===== src/rtl/aer_receiver.sv =====
// Dual-rail AER receiver: synchronizes the rails, settles and 4-phase acknowledges
// each symbol, and parses CTRL/ch/dir/CTRL frames into event pulses.
module aer_receiver #(
  parameter int unsigned SETTLE = 2
) (
  input  logic       clk,
  input  logic       reset,
  input  logic       bit0,
  input  logic       bit1,
  output logic       ack,
  output logic       ev_valid,
  output logic       ev_ch,
  output logic       ev_up,
  output logic       frame_err,
  output logic [7:0] ev_count
);

  localparam logic [1:0] SYM_NULL    = 2'b00;
  localparam logic [1:0] SYM_CTRL    = 2'b11;
  localparam logic [3:0] SETTLE_LAST = 4'(SETTLE - 1);

  typedef enum logic [1:0] {HS_IDLE, HS_SETTLE, HS_ACKED} hs_state_t;
  typedef enum logic [1:0] {PS_WAIT_FS, PS_GET_CH, PS_GET_DIR, PS_WAIT_FE} ps_state_t;

  logic [1:0] sync0_r;
  logic [1:0] sync1_r;
  logic [1:0] sym_s;
  logic [1:0] sym_r;
  logic [3:0] cnt_r;
  logic       accept_s;
  logic       ack_r;
  hs_state_t  hs_r;
  ps_state_t  ps_r;
  logic       ch_r;
  logic       up_r;
  logic       ev_valid_r;
  logic       ev_ch_r;
  logic       ev_up_r;
  logic       frame_err_r;
  logic [7:0] ev_count_r;

  // Two-flop synchronizers for each rail
  always_ff @(posedge clk or posedge reset) begin
    if (reset) begin
      sync0_r <= 2'b00;
      sync1_r <= 2'b00;
    end else begin
      sync0_r <= {sync0_r[0], bit0};
      sync1_r <= {sync1_r[0], bit1};
    end
  end

  assign sym_s = {sync1_r[1], sync0_r[1]};

  // Symbol accepted when a non-NULL value has been stable for SETTLE cycles
  always_comb begin
    accept_s = 1'b0;
    if ((hs_r == HS_SETTLE) && (sym_s != SYM_NULL) && (sym_s == sym_r) &&
        (cnt_r == SETTLE_LAST)) begin
      accept_s = 1'b1;
    end else begin
      accept_s = 1'b0;
    end
  end

  // Handshake FSM: settle, acknowledge, wait for return to NULL
  always_ff @(posedge clk or posedge reset) begin
    if (reset) begin
      hs_r  <= HS_IDLE;
      cnt_r <= 4'd0;
      sym_r <= SYM_NULL;
      ack_r <= 1'b0;
    end else begin
      case (hs_r)
        HS_IDLE: begin
          if (sym_s != SYM_NULL) begin
            hs_r  <= HS_SETTLE;
            cnt_r <= 4'd0;
            sym_r <= sym_s;
          end
        end
        HS_SETTLE: begin
          if (sym_s == SYM_NULL) begin
            hs_r  <= HS_IDLE;
            cnt_r <= 4'd0;
          end else if (sym_s != sym_r) begin
            sym_r <= sym_s;
            cnt_r <= 4'd0;
          end else if (accept_s) begin
            ack_r <= 1'b1;
            hs_r  <= HS_ACKED;
          end else begin
            cnt_r <= cnt_r + 4'd1;
          end
        end
        HS_ACKED: begin
          // Only the return to NULL matters here; each symbol is taken once
          if (sym_s == SYM_NULL) begin
            ack_r <= 1'b0;
            hs_r  <= HS_IDLE;
          end
        end
        default: begin
          hs_r  <= HS_IDLE;
          ack_r <= 1'b0;
        end
      endcase
    end
  end

  // Frame parser: CTRL, channel, direction, CTRL
  always_ff @(posedge clk or posedge reset) begin
    if (reset) begin
      ps_r        <= PS_WAIT_FS;
      ch_r        <= 1'b0;
      up_r        <= 1'b0;
      ev_valid_r  <= 1'b0;
      ev_ch_r     <= 1'b0;
      ev_up_r     <= 1'b0;
      frame_err_r <= 1'b0;
      ev_count_r  <= 8'd0;
    end else begin
      ev_valid_r  <= 1'b0;
      frame_err_r <= 1'b0;
      if (accept_s) begin
        case (ps_r)
          PS_WAIT_FS: begin
            if (sym_s == SYM_CTRL) begin
              ps_r <= PS_GET_CH;
            end else begin
              frame_err_r <= 1'b1;
            end
          end
          PS_GET_CH: begin
            if (sym_s == SYM_CTRL) begin
              frame_err_r <= 1'b1;
            end else begin
              ch_r <= sym_s[1];
              ps_r <= PS_GET_DIR;
            end
          end
          PS_GET_DIR: begin
            if (sym_s == SYM_CTRL) begin
              frame_err_r <= 1'b1;
              ps_r        <= PS_GET_CH;
            end else begin
              up_r <= sym_s[1];
              ps_r <= PS_WAIT_FE;
            end
          end
          PS_WAIT_FE: begin
            if (sym_s == SYM_CTRL) begin
              ev_valid_r <= 1'b1;
              ev_ch_r    <= ch_r;
              ev_up_r    <= up_r;
              ev_count_r <= ev_count_r + 8'd1;
            end else begin
              frame_err_r <= 1'b1;
            end
            ps_r <= PS_WAIT_FS;
          end
          default: ps_r <= PS_WAIT_FS;
        endcase
      end
    end
  end

  assign ack       = ack_r;
  assign ev_valid  = ev_valid_r;
  assign ev_ch     = ev_ch_r;
  assign ev_up     = ev_up_r;
  assign frame_err = frame_err_r;
  assign ev_count  = ev_count_r;

endmodule


===== config.mk =====
export PLATFORM = sky130hd
export DESIGN_NAME = aer_receiver
export DESIGN_NICKNAME = d
export VERILOG_FILES = /design/src/rtl/aer_receiver.sv
export SDC_FILE = /design/constraint.sdc
export NUM_CORES = 1
export LEC_CHECK = 0
export BUFFER_PORTS_ARGS = -buffer_cell sky130_fd_sc_hd__buf_2
export CAP_MARGIN = 20
export CORE_ASPECT_RATIO = 1.25
export CORE_UTILIZATION = 35
export CTS_BUF_LIST = sky130_fd_sc_hd__clkbuf_2 sky130_fd_sc_hd__clkbuf_4 sky130_fd_sc_hd__clkbuf_8
export DETAILED_ROUTE_END_ITERATION = 10
export PLACE_DENSITY_LB_ADDON = 0.08
export SLEW_MARGIN = 20
export SYNTH_ARGS = -nofsm -noshare
export SYNTH_HDL_FRONTEND = slang
export SYNTH_SLANG_ARGS = --single-unit
export TNS_END_PERCENT = 20

===== constraint.sdc =====
create_clock -name clk -period 2.6 [get_ports clk]
set_input_delay 0.39 -clock clk [delete_from_list [all_inputs] [get_ports clk]]
set_output_delay 0.39 -clock clk [all_outputs]
set_load 0.02 [all_outputs]

==> summary.txt, run 1 <==
Status
  • Status: complete, but fails checks
  • Violated checks: DRC

Clock tree
  • Worst-skew pair later-pin latency: roughly 0.28 ns
  • CTS sink count: 29
  • Post-CTS Resized: 0
  • Root Buffer: clkbuf_8
  • CTS tree: built
  • Reg clk slew, reported paths: around 0.060 ns
  • Cts hold-fix bufs: 0
  • H-tree lvl count: 2
  • Setup Buffers After CTS: 0
  • Clk buf depth: 2
  • Num CTS Buffers: 5

Floorplanning
  • Initial core utilization: 0.377
  • Site Rows: 24
  • Core Footprint: about 3600 um^2
  • Die extent in y: roughly 71 um
  • Die area: roughly 4000 um^2
  • IO Pins: 17
  • Die width: ~57 um

Synth
  • Most frequent cells after synthesis: dfrtp_1 (29), nand2_1 (18), ha_1 (7)
  • Synth cell types: 34
  • Yosys warnings: 0
  • Post-synthesis cell count: 123
  • Synth area leaders: dfrtp_1 (54%), ha_1 (6.5%), nand2_1 (5.0%)
  • Top FF cell, synth: dfrtp_1
  • EDFF count, synth: 0
  • Yosys top cell area share: 0.539
  • Largest area contributor in the netlist: dfrtp_1
  • Netlist Area Pre-Place: around 1300 um^2
  • Register area share after synthesis: 0.539
  • Most common cell in the netlist: dfrtp_1
  • Syn Area/Cell: ~11 um^2
  • Synthesized flop and latch total: 29
  • Syn nets: approximately 130
  • Post-synth ARST share: 1.00

Worst setup path
  • Crit-path max cell delay: approximately 0.47 ns
  • R2R Setup Slk: 0.58 ns
  • Setup crit end kind: flip-flop
  • CP Class: flip-flop to flip-flop
  • CP max-delay cell: or3b_1
  • Worst setup SP type: flip-flop
  • Critical Path Stages: 6
  • Reg2reg end: ev_count[7]
  • R2R Path Start: cnt_r[1]
  • WP data required: ~2.8 ns
  • Critical Path, Cell by Cell: inv_1, ha_1, or3b_1, or2_1, nor4_1, xor2_1
  • WP data arrival: ~2.2 ns
  • CP endpoint: ev_count[7]
  • R2R cell count: 6
  • CP Max Fanout: 7
  • Buf/Inv on CP: 1
  • CP delay by family, top: simple AND/OR/NAND/NOR gates
  • Setup crit start: cnt_r[1]

GRT
  • Grt met3 use: 0.0560
  • GR Overflow Total: 0
  • Busiest layer in global routing: met2
  • GRT met1 Usage: 0.166
  • First-pass GRT wire length: between 4 and 5 mm
  • Initial antenna violation count: 0
  • Total global-route track usage: 0.141
  • Vias in the first global route: between 900 and 1000
  • Met2 usage: 0.227
  • Pin count of the biggest net entering global routing: 30

STA
  • Setup violators final: 0
  • Setup TNS: 0 ns
  • Clock Skew: about 0.0036 ns
  • Final hold vios: 0
  • Slew @ Worst Pin: just under 0.7 ns
  • Final WS setup: around 0.58 ns
  • Max Slew Vio Count: 0
  • Fin crit period: 2.02 ns
  • Fmax: approximately 490 MHz
  • Max-Slew Margin vs Limit: 0.546
  • Fin crit share: 0.778
  • RSZ-0062 raised after global routing: false

Detailed routing
  • Initial DRT Pass Iterations: 9
  • Post-Route WL: around 2.5 mm
  • Via Count: about 950
  • DR DRC count: 2
  • Post-route ant nets: 0
  • Avg WL per Cell: between 10 and 15 um
  • Vias per cell: approximately 5
  • DRT iter0 DRCs: 36

Power
  • Peak supply drop: 555 uV
  • Leakage Power: about 0.80 nW
  • Power Density: 824 nW/um^2

Placement
  • I/O Buffers: 16
  • GP Congestion: around 0.76
  • Post-Place Worst Slack: 0.574 ns
  • Hpwl dp: ~1.8 mm

Finish
  • Final nets: ~160
  • Antenna cells: 0
  • Area Growth Syn to Fin: 17.9%
  • Layout cells sized above 1: 0.200

Job
  • Max Cap Viol: 0

Hold path
  • Worst Hold Class: primary input to async pin
-- metal layers --
layer | wire length, um | vias to the layer above
li1 | - | 468
met1 | 1090 | 457
met2 | 1260 | 21
met3 | 110 | 2
met4 | 19 | 0
met5 | 0 | -
-- cell type report --
cell class	count	area [um^2]
multi-input cells	85	583
repair buffers	17	87.6
clock inverters	1	30.0
fillers	332	1990
clock buffers	7	90.1
flip-flops and latches	29	726
inverters	6	22.5
well taps	39	48.8
-- through the flow --
stage               area, um^2   util  power, mW  std cells  hold slack, ns
floorplan                 1350      -      0.764        123           0.331
global placement          1470  0.411      0.826        176           0.337
detailed placement        1470  0.411      0.828        176           0.349
CTS                       1590  0.444       1.32        184           0.176
global route              1590  0.444       1.38        184           0.200
finish                    1590  0.444       1.31        184           0.171
-- power by group --
group / switching, mW / internal [mW]
clock: 0.167 / 0.322
combinational: 0.156 / 0.105
sequential: 0.0545 / 0.504
-- how the worst min path moves through the flow --
stage                          start         end  slack (ns)  cells after the start
final                          reset       ev_ch        0.17                      3
after global routing            bit0  sync0_r[0]        0.20                      1
after CTS                      reset  sync1_r[0]        0.18                      3
after detailed placement  sync1_r[0]  sync1_r[1]        0.35                      0
after global placement    sync1_r[0]  sync1_r[1]        0.34                      0
after floorplan           sync0_r[0]  sync0_r[1]        0.33                      0
-- registers in the layout, indices dropped and copies added, names as in the netlist, 2 cells and up --
register / cells
sym_r: 2
sync1_r: 2
hs_r: 2
ev_count: 8
cnt_r: 4
ps_r: 2
sync0_r: 2
-- layout by cell type (no fill, tap or decap), drive strengths merged --
cell type   n
nand4       3
clkbuf      7
a41oi       1
ha          7
a31oi       2
nor2b       1
a21oi       1
nor4        3
o32a        1
and4        1
or2         1
a22o        1
inv         6
mux2i       2
xnor2       6
nand2      18
nor3b       1
or3b        1
nor3        3
and4b       1
nand2b      3
a211oi      1
mux2        4
buf        17
a2bb2oi     1
nor4bb      1
and2        1
o21ai       3
nor2        6
nand3       5
bufinv      1
dfrtp      29
o2bb2ai     2
xor2        3
a22oi       1
-- logic make-up (layout without fill, tap and decap cells) --
| group | count (synthesis) | count (layout) | share of synthesized area |
|---|---|---|---|
| buf+inv | 9 | 31 | 0.0279 |
| fa+ha+maj | 7 | 7 | 0.0651 |
| compound gates | 14 | 14 | 0.0753 |
| simple gates | 49 | 49 | 0.186 |
| xor+xnor | 9 | 9 | 0.0586 |
| mux | 6 | 6 | 0.0483 |
| flops | 29 | 29 | 0.539 |
-- worst register-to-register path, stage by stage (launching register included) --
cell	delay, ns
dfrtp_1	0.42
inv_1	0.07
ha_1	0.14
or3b_1	0.47
or2_1	0.31
nor4_1	0.36
xor2_1	0.17
Note: power is estimated with default switching activity, not from simulation.
==> run 2: changes to the inputs <==
--- a/config.mk
+++ b/config.mk
@@ -5,6 +5,7 @@
 export SDC_FILE = /design/constraint.sdc
 export NUM_CORES = 1
 export LEC_CHECK = 0
+export ABC_AREA = 1
 export BUFFER_PORTS_ARGS = -buffer_cell sky130_fd_sc_hd__buf_2
 export CAP_MARGIN = 20
 export CORE_ASPECT_RATIO = 1.25
==> constraint.sdc (replaced) <==
create_clock -name clk -period 2 [get_ports clk]
set_input_delay 0.3 -clock clk [delete_from_list [all_inputs] [get_ports clk]]
set_output_delay 0.3 -clock clk [all_outputs]
set_load 0.02 [all_outputs]
==> summary.txt, run 2 <==
Clock tree
  • Cts hold-fix bufs: 0 (unchanged)
  • Reg clk slew, reported paths: 0.06 ns (about the same)
  • Post-CTS Resized: 0 (unchanged)
  • Num CTS Buffers: 5 (unchanged)
  • Root Buffer: clkbuf_8 (unchanged)
  • Clk buf depth: 2 (unchanged)
  • CTS tree: built (unchanged)
  • Worst-skew pair later-pin latency: 0.28 ns (about the same)
  • Setup Buffers After CTS: 0 (unchanged)
  • CTS sink count: 29 (unchanged)
  • H-tree lvl count: 2 (unchanged)

Floorplanning
  • Core Footprint: 4160 um^2 (was 3570 um^2)
  • Site Rows: 26 (was 24)
  • Die area: 4720 um^2 (was 4100 um^2)
  • Die extent in y: 76.6 um (was 71.3 um)
  • IO Pins: 17 (unchanged)
  • Die width: 61.7 um (was 57.5 um)
  • Initial core utilization: 0.374 (was 0.377)

Synth
  • Register area share after synthesis: 0.466 (was 0.539)
  • Synthesized flop and latch total: 29 (unchanged)
  • Most frequent cells after synthesis: nand2_1 (77), dfrtp_1 (29), inv_1 (26), nor2_1 (18) (was dfrtp_1 (29), nand2_1 (18), ha_1 (7))
  • Yosys top cell area share: 0.466 (was 0.539)
  • EDFF count, synth: 0 (unchanged)
  • Netlist Area Pre-Place: 1560 um^2 (was 1350 um^2)
  • Syn Area/Cell: 7.87 um^2 (was 10.9 um^2)
  • Synth cell types: 20 (was 34)
  • Post-synthesis cell count: 198 (was 123)
  • Synth area leaders: dfrtp_1 (47%), nand2_1 (19%), inv_1 (6.3%) (was dfrtp_1 (54%), ha_1 (6.5%), nand2_1 (5.0%))
  • Post-synth ARST share: 1.00 (unchanged)
  • Top FF cell, synth: dfrtp_1 (unchanged)
  • Syn nets: 209 (was 134)
  • Most common cell in the netlist: nand2_1 (was dfrtp_1)
  • Yosys warnings: 0 (unchanged)
  • Largest area contributor in the netlist: dfrtp_1 (unchanged)

Worst setup path
  • Crit-path max cell delay: 0.41 ns (was 0.47 ns)
  • WP data arrival: 1.74 ns (was 2.23 ns)
  • CP delay by family, top: simple AND/OR/NAND/NOR gates (unchanged)
  • Buf/Inv on CP: 2 (was 1)
  • Critical path's most frequent cell: nand2_1
  • Critical Path Stages: 9 (was 6)
  • CP max-delay cell: dfrtp_1 (was or3b_1)
  • Worst setup SP type: flip-flop (unchanged)
  • Critical Path, Cell by Cell: inv_1, ha_1, nand2_1, nor2_1, inv_1, nor2_8, nand2_1, nand2_1, o21ai_1 (was inv_1, ha_1, or3b_1, or2_1, nor4_1, xor2_1)
  • CP Max Fanout: 15 (was 7)
  • Setup crit end kind: flip-flop (unchanged)
  • WP data required: 2.17 ns (was 2.80 ns)
  • R2R cell count: 9 (was 6)
  • CP Class: flip-flop to flip-flop (unchanged)

Finish
  • Fill count: 445 (was 332)
  • Max FFs per register: 8 (unchanged)
  • Area Growth Syn to Fin: 16.5% (was 17.9%)
  • Antenna cells: 0 (unchanged)
  • Layout cells sized above 1: 0.154 (was 0.200)
  • Final nets: 231 (was 155)
  • Most common cell after layout, fill and taps aside: nand2_1 (was dfrtp_1)
  • Most frequent cells in the layout: nand2_1 (77), dfrtp_1 (29), inv_1 (26) (was dfrtp_1 (29), nand2_1 (18), buf_2 (16))
  • Core Util, Final: 0.436 (was 0.444)
  • Area taken by flip-flops and latches: 726 um^2 (unchanged)
  • Area occupied by multi-input gates: 703 um^2 (was 583 um^2)

Detailed routing
  • Post-route ant nets: 0 (unchanged)
  • Vias per cell: 4.42 (was 5.15)
  • Initial DRT Pass Iterations: 4 (was 9)
  • Via Count: 1224 (was 948)
  • Avg WL per Cell: 10.5 um (was 13.5 um)
  • Post-Route WL: 2.91 mm (was 2.49 mm)
  • DR DRC count: 0 (was 2)
  • DRT iter0 DRCs: 50 (was 36)

STA
  • Max-Slew Margin vs Limit: 0.748 (was 0.546)
  • Final hold vios: 0 (unchanged)
  • Fin crit period: 1.58 ns (was 2.02 ns)
  • Max Slew Vio Count: 0 (unchanged)
  • Clock Skew: 0.00685 ns (was 0.00358 ns)
  • Setup TNS: 0 ns (unchanged)
  • Fmax: 634 MHz (was 494 MHz)
  • Slew @ Worst Pin: 0.378 ns (was 0.680 ns)
  • RSZ-0062 raised after global routing: false (unchanged)
  • Fin crit share: 0.788 (was 0.778)
  • Setup violators final: 0 (unchanged)

GRT
  • GRT met1 Usage: 0.201 (was 0.166)
  • Total global-route track usage: 0.149 (was 0.141)
  • Vias in the first global route: 1185 (was 984)
  • Initial antenna violation count: 0 (unchanged)
  • Met2 usage: 0.218 (was 0.227)
  • First-pass GRT wire length: 5.26 mm (was 4.30 mm)
  • GR Overflow Total: 0 (unchanged)
  • Grt met3 use: 0.0357 (was 0.0560)
  • Pin count of the biggest net entering global routing: 30 (unchanged)
  • Busiest layer in global routing: met2 (unchanged)

Job
  • Max Cap Viol: 0 (unchanged)

Placement
  • GP Congestion: 0.795 (was 0.761)
  • Hpwl dp: 2.12 mm (was 1.76 mm)
  • I/O Buffers: 16 (unchanged)

Status
  • Status: finished, final reports clean (was complete, but fails checks)

Power
  • Power Density: 821 nW/um^2 (was 824 nW/um^2)
  • Leakage Power: 1.04 nW (was 0.799 nW)
  • Peak supply drop: 416 uV (was 555 uV)

Hold path
  • Worst Hold Class: primary input to async pin (unchanged)
## run 2: cell types whose count changed in the layout (fill, tap and decap cells not counted), sizes merged, moves of 4 or more
cell,delta
nand2,+60
inv,+23
nor2,+15
nand3,+5
nand4,+5
o21ai,+5
mux2,-4
xnor2,-4
## run 2: layer usage
metal	share of wire	vias to the layer above
met5	0	-
met4	0.023	0
met3	0.032	6
met2	0.46	21
met1	0.48	545
li1	-	652
## run 2: kinds of logic after synthesis
group	Yosys count	share of synthesized area
buf+inv	31	0.0827
fa+ha+maj	7	0.0562
simple gates	117	0.336
flops	29	0.466
compound gates	8	0.0257
xor+xnor	6	0.0337
## run 2: path summary, 6_finish.rpt
kind | from | end | slack, ns
hold / removal | reset | sym_r[0] | 0.09
setup / recovery | cnt_r[1] | ps_r[0] | 0.42
hold reg to reg | sync1_r[0] | sync1_r[1] | 0.35
setup reg to reg | cnt_r[1] | ps_r[0] | 0.42
max in group asynchronous | reset | ev_ch | 1.64
min in group clk | bit1 | sync1_r[0] | 0.12
## run 2: worst reg2reg max path, delay by kind of cell (launching register included)
kind / cells / cell delay, ns
buffers and inverters: 2 / 0.20
flip-flops: 1 / 0.41
AND/OR/NAND/NOR: 5 / 0.67
AO/OA/AOI/OAI: 1 / 0.06
adder cells (fa/ha/maj): 1 / 0.13
## run 2: power breakdown
group	total [mW]	internal, mW	switching [mW]
clock	0.641	0.419	0.222
sequential	0.650	0.622	0.0280
combinational	0.199	0.0679	0.131
total	1.49	1.11	0.381
## run 2: per-stage QoR
step	setup WS (ns)	instances	power, mW	instance area, um^2	hold slack [ns]
finish	0.424	277	1.49	1820	0.0851
global route	0.162	277	1.58	1820	0.122
CTS	0.408	277	1.52	1820	0.0932
detailed placement	0.416	269	0.866	1700	0.338
global placement	0.476	269	0.860	1700	0.333
floorplan	0.608	198	0.816	1560	0.331
## run 2: final cells by class
| cell class | count | share of cell area |
|---|---|---|
| Timing Repair Buffer | 17 | 0.0482 |
| Multi-Input combinational cell | 138 | 0.387 |
| Tap cell | 56 | 0.0386 |
| Clock inverter | 1 | 0.0165 |
| Sequential cell | 29 | 0.400 |
| Inverter | 29 | 0.0600 |
| Clock buffer | 7 | 0.0496 |
==> run 3: changes to the inputs <==
--- a/config.mk
+++ b/config.mk
@@ -5,7 +5,7 @@
 export SDC_FILE = /design/constraint.sdc
 export NUM_CORES = 1
 export LEC_CHECK = 0
-export ABC_AREA = 1
+export ABC_AREA = 0
 export BUFFER_PORTS_ARGS = -buffer_cell sky130_fd_sc_hd__buf_2
 export CAP_MARGIN = 20
 export CORE_ASPECT_RATIO = 1.25
==> constraint.sdc (replaced) <==
create_clock -name clk -period 1.4 [get_ports clk]
set_input_delay 0.21 -clock clk [delete_from_list [all_inputs] [get_ports clk]]
set_output_delay 0.21 -clock clk [all_outputs]
set_load 0.02 [all_outputs]
==> summary.txt, run 3 (same netlist as run 1, synthesis figures left out) <==
Clock tree
  • Clk buf depth: 2 (unchanged)
  • Worst-skew pair later-pin latency: 0.27 ns (was 0.28 ns)
  • Num CTS Buffers: 5 (unchanged)
  • CTS tree: built (unchanged)
  • CTS sink count: 29 (unchanged)
  • H-tree lvl count: 2 (unchanged)
  • Reg clk slew, reported paths: 0.06 ns (about the same)
  • Root Buffer: clkbuf_8 (unchanged)

Floorplanning
  • Core Footprint: 3570 um^2 (was 4160 um^2)
  • Die area: 4100 um^2 (was 4720 um^2)
  • Die width: 57.5 um (was 61.7 um)
  • Die extent in y: 71.3 um (was 76.6 um)
  • Initial core utilization: 0.377 (was 0.374)
  • IO Pins: 17 (unchanged)
  • Site Rows: 24 (was 26)

Finish
  • Antenna cells: 0 (unchanged)
  • Most frequent cells in the layout: dfrtp_1 (29), buf_4 (19), buf_2 (16) (was nand2_1 (77), dfrtp_1 (29), inv_1 (26))
  • Max FFs per register: 8 (unchanged)
  • Area Growth Syn to Fin: 42.4% (was 16.5%)
  • Fill count: 323 (was 445)
  • Most common cell after layout, fill and taps aside: dfrtp_1 (was nand2_1)
  • Layout cells sized above 1: 0.429 (was 0.154)
  • Final non-filler cell total: 209 (was 277)
  • Final nets: 180 (was 231)

GRT
  • Vias in the first global route: 1128 (was 1185)
  • Total global-route track usage: 0.162 (was 0.149)
  • First-pass GRT wire length: 4.95 mm (was 5.26 mm)
  • Initial antenna violation count: 0 (unchanged)
  • Pin count of the biggest net entering global routing: 30 (unchanged)
  • GR Overflow Total: 0 (unchanged)

Detailed routing
  • Post-route ant nets: 0 (unchanged)
  • DR DRC count: 1 (was 0)
  • Initial DRT Pass Iterations: 7 (was 4)
  • Post-Route WL: 2.95 mm (was 2.91 mm)
  • Avg WL per Cell: 14.1 um (was 10.5 um)
  • DRT iter0 DRCs: 23 (was 50)
  • Via Count: 1072 (was 1224)
  • Vias per cell: 5.13 (was 4.42)

Status
  • Status: complete, but fails checks (was finished, final reports clean)
  • Violated checks: DRC, setup timing

STA
  • Worst hold slack: 0.0399 ns (was 0.0851 ns)
  • Fmax: 610 MHz (was 634 MHz)
  • Max Slew Vio Count: 0 (unchanged)
  • Fin crit period: 1.64 ns (was 1.58 ns)
  • Final WS setup: -0.240 ns (was 0.424 ns)
  • Slew @ Worst Pin: 0.375 ns (was 0.378 ns)
  • Max-Slew Margin vs Limit: 0.749 (was 0.748)
  • Clock Skew: 0.00525 ns (was 0.00685 ns)
  • Setup violators final: 21 (was 0)
  • Fin crit share: 1.17 (was 0.788)
  • Final hold vios: 0 (unchanged)
  • RSZ-0062 raised after global routing: true (was false)

Worst setup path
  • Critical Path, Cell by Cell: inv_1, ha_1, or3b_4, or2_4, nor4_4, xor2_1 (was inv_1, ha_1, nand2_1, nor2_1, inv_1, nor2_8, nand2_1, nand2_1, o21ai_1)
  • Buf/Inv on CP: 1 (was 2)
  • CP Max Fanout: 5 (was 15)
  • Setup crit end kind: flip-flop (unchanged)
  • R2R Setup Slk: -0.24 ns (was 0.42 ns)
  • WP data required: 1.60 ns (was 2.17 ns)
  • CP Class: flip-flop to flip-flop (unchanged)
  • Setup crit start: cnt_r[1] (unchanged)
  • R2R cell count: 6 (was 9)
  • Worst setup SP type: flip-flop (unchanged)
  • Crit-path max cell delay: 0.42 ns (was 0.41 ns)
  • CP max-delay cell: or3b_4 (was dfrtp_1)
  • Reg2reg end: ev_count[5] (was ps_r[0])
  • R2R Path Start: cnt_r[1] (unchanged)
  • WP data arrival: 1.84 ns (was 1.74 ns)
  • CP delay by family, top: simple AND/OR/NAND/NOR gates (unchanged)

Placement
  • Placed insts: 198 (was 269)
  • I/O Buffers: 16 (unchanged)
  • GP Congestion: 0.795 (about the same)
  • Hpwl dp: 2.21 mm (was 2.12 mm)

Hold path
  • Worst hold start: bit0
  • Worst Hold Class: primary input to flip-flop (was primary input to async pin)
  • Worst Hold Path EP: sync0_r[0]
  • WHS Path Cells: 1

Power
  • Peak supply drop: 804 uV (was 416 uV)
  • Power Total: 2.58 mW (was 1.49 mW)
  • Power Density: 1340 nW/um^2 (was 821 nW/um^2)
  • Leakage Power: 0.996 nW (was 1.04 nW)

Job
  • Max Cap Viol: 0 (unchanged)
[run 3: cell count changes in the layout (fill, tap and decap cells not counted), moves of 3 or more]
cell,before,now
inv_2,3,0
buf_6,0,6
o21ai_0,7,1
nand2b_1,0,3
xnor2_1,2,6
buf_4,1,19
nand3_1,8,4
nand2_1,77,15
inv_1,26,6
nor2_1,18,4
mux2_2,0,4
nand4_1,8,3
[run 3: how the worst max path moves through the flow]
stage             endpoint  slack (ns)  cells past startpoint
5_1_grt        ev_count[7]       -0.33                      6
3_3_place_gp   ev_count[5]       -0.28                      6
3_5_place_dp          up_r       -0.34                      5
2_1_floorplan  ev_count[5]       -0.36                      7
4_1_cts              ev_up       -0.25                      6
6_report       ev_count[5]       -0.24                      6
[run 3: where the power goes]
group / switching [mW] / internal, mW / leakage [nW] / total, mW
Sequential: 0.0747 / 0.936 / 0.380 / 1.01
Clock: 0.299 / 0.443 / 0.0542 / 0.742
Combinational: 0.446 / 0.378 / 0.562 / 0.824
Total: 0.819 / 1.76 / 0.996 / 2.58
[run 3: routing by layer]
| metal | GRT usage | vias up | wire length, um |
|---|---|---|---|
| met3 | 0.0325 | 6 | 77 |
| met4 | 0.0867 | 0 | 43 |
| met1 | 0.167 | 522 | 1180 |
| li1 | - | 525 | - |
| met5 | 0 | - | 0 |
| met2 | 0.300 | 19 | 1640 |
[run 3: area by class of cell]
| cell class | count | area (um^2) | area share |
|---|---|---|---|
| clock buffer | 7 | 96.3 | 0.0503 |
| clock inverter | 1 | 5.00 | 0.00261 |
| inverter | 6 | 22.5 | 0.0117 |
| multi-input combinational | 85 | 718 | 0.375 |
| sequential | 29 | 726 | 0.379 |
| tap | 39 | 48.8 | 0.0255 |
| timing repair buffer | 42 | 300 | 0.157 |
[run 3: repair_timing]
| action | in CTS | in global routing |
|---|---|---|
| hold endpoints to repair | 7 | 0 |
| pin swaps | 10 | 13 |
| resized for setup | 13 | 16 |
| hold buffers | 1 | 0 |
| cloned | 0 | 0 |
| setup endpoints to repair | 23 | 23 |
| setup buffers | 0 | 2 |
[run 3: per-stage QoR]
step                      TNS, ns   util  worst slack, ns  cell area [um^2]
after global placement      -4.30  0.465           -0.280              1660
final                       -3.36  0.536           -0.240              1920
after detailed placement    -5.26  0.465           -0.345              1660
after floorplan             -4.03      -           -0.355              1380
after global routing        -5.20  0.536           -0.334              1920
after CTS                   -3.95  0.514           -0.253              1840
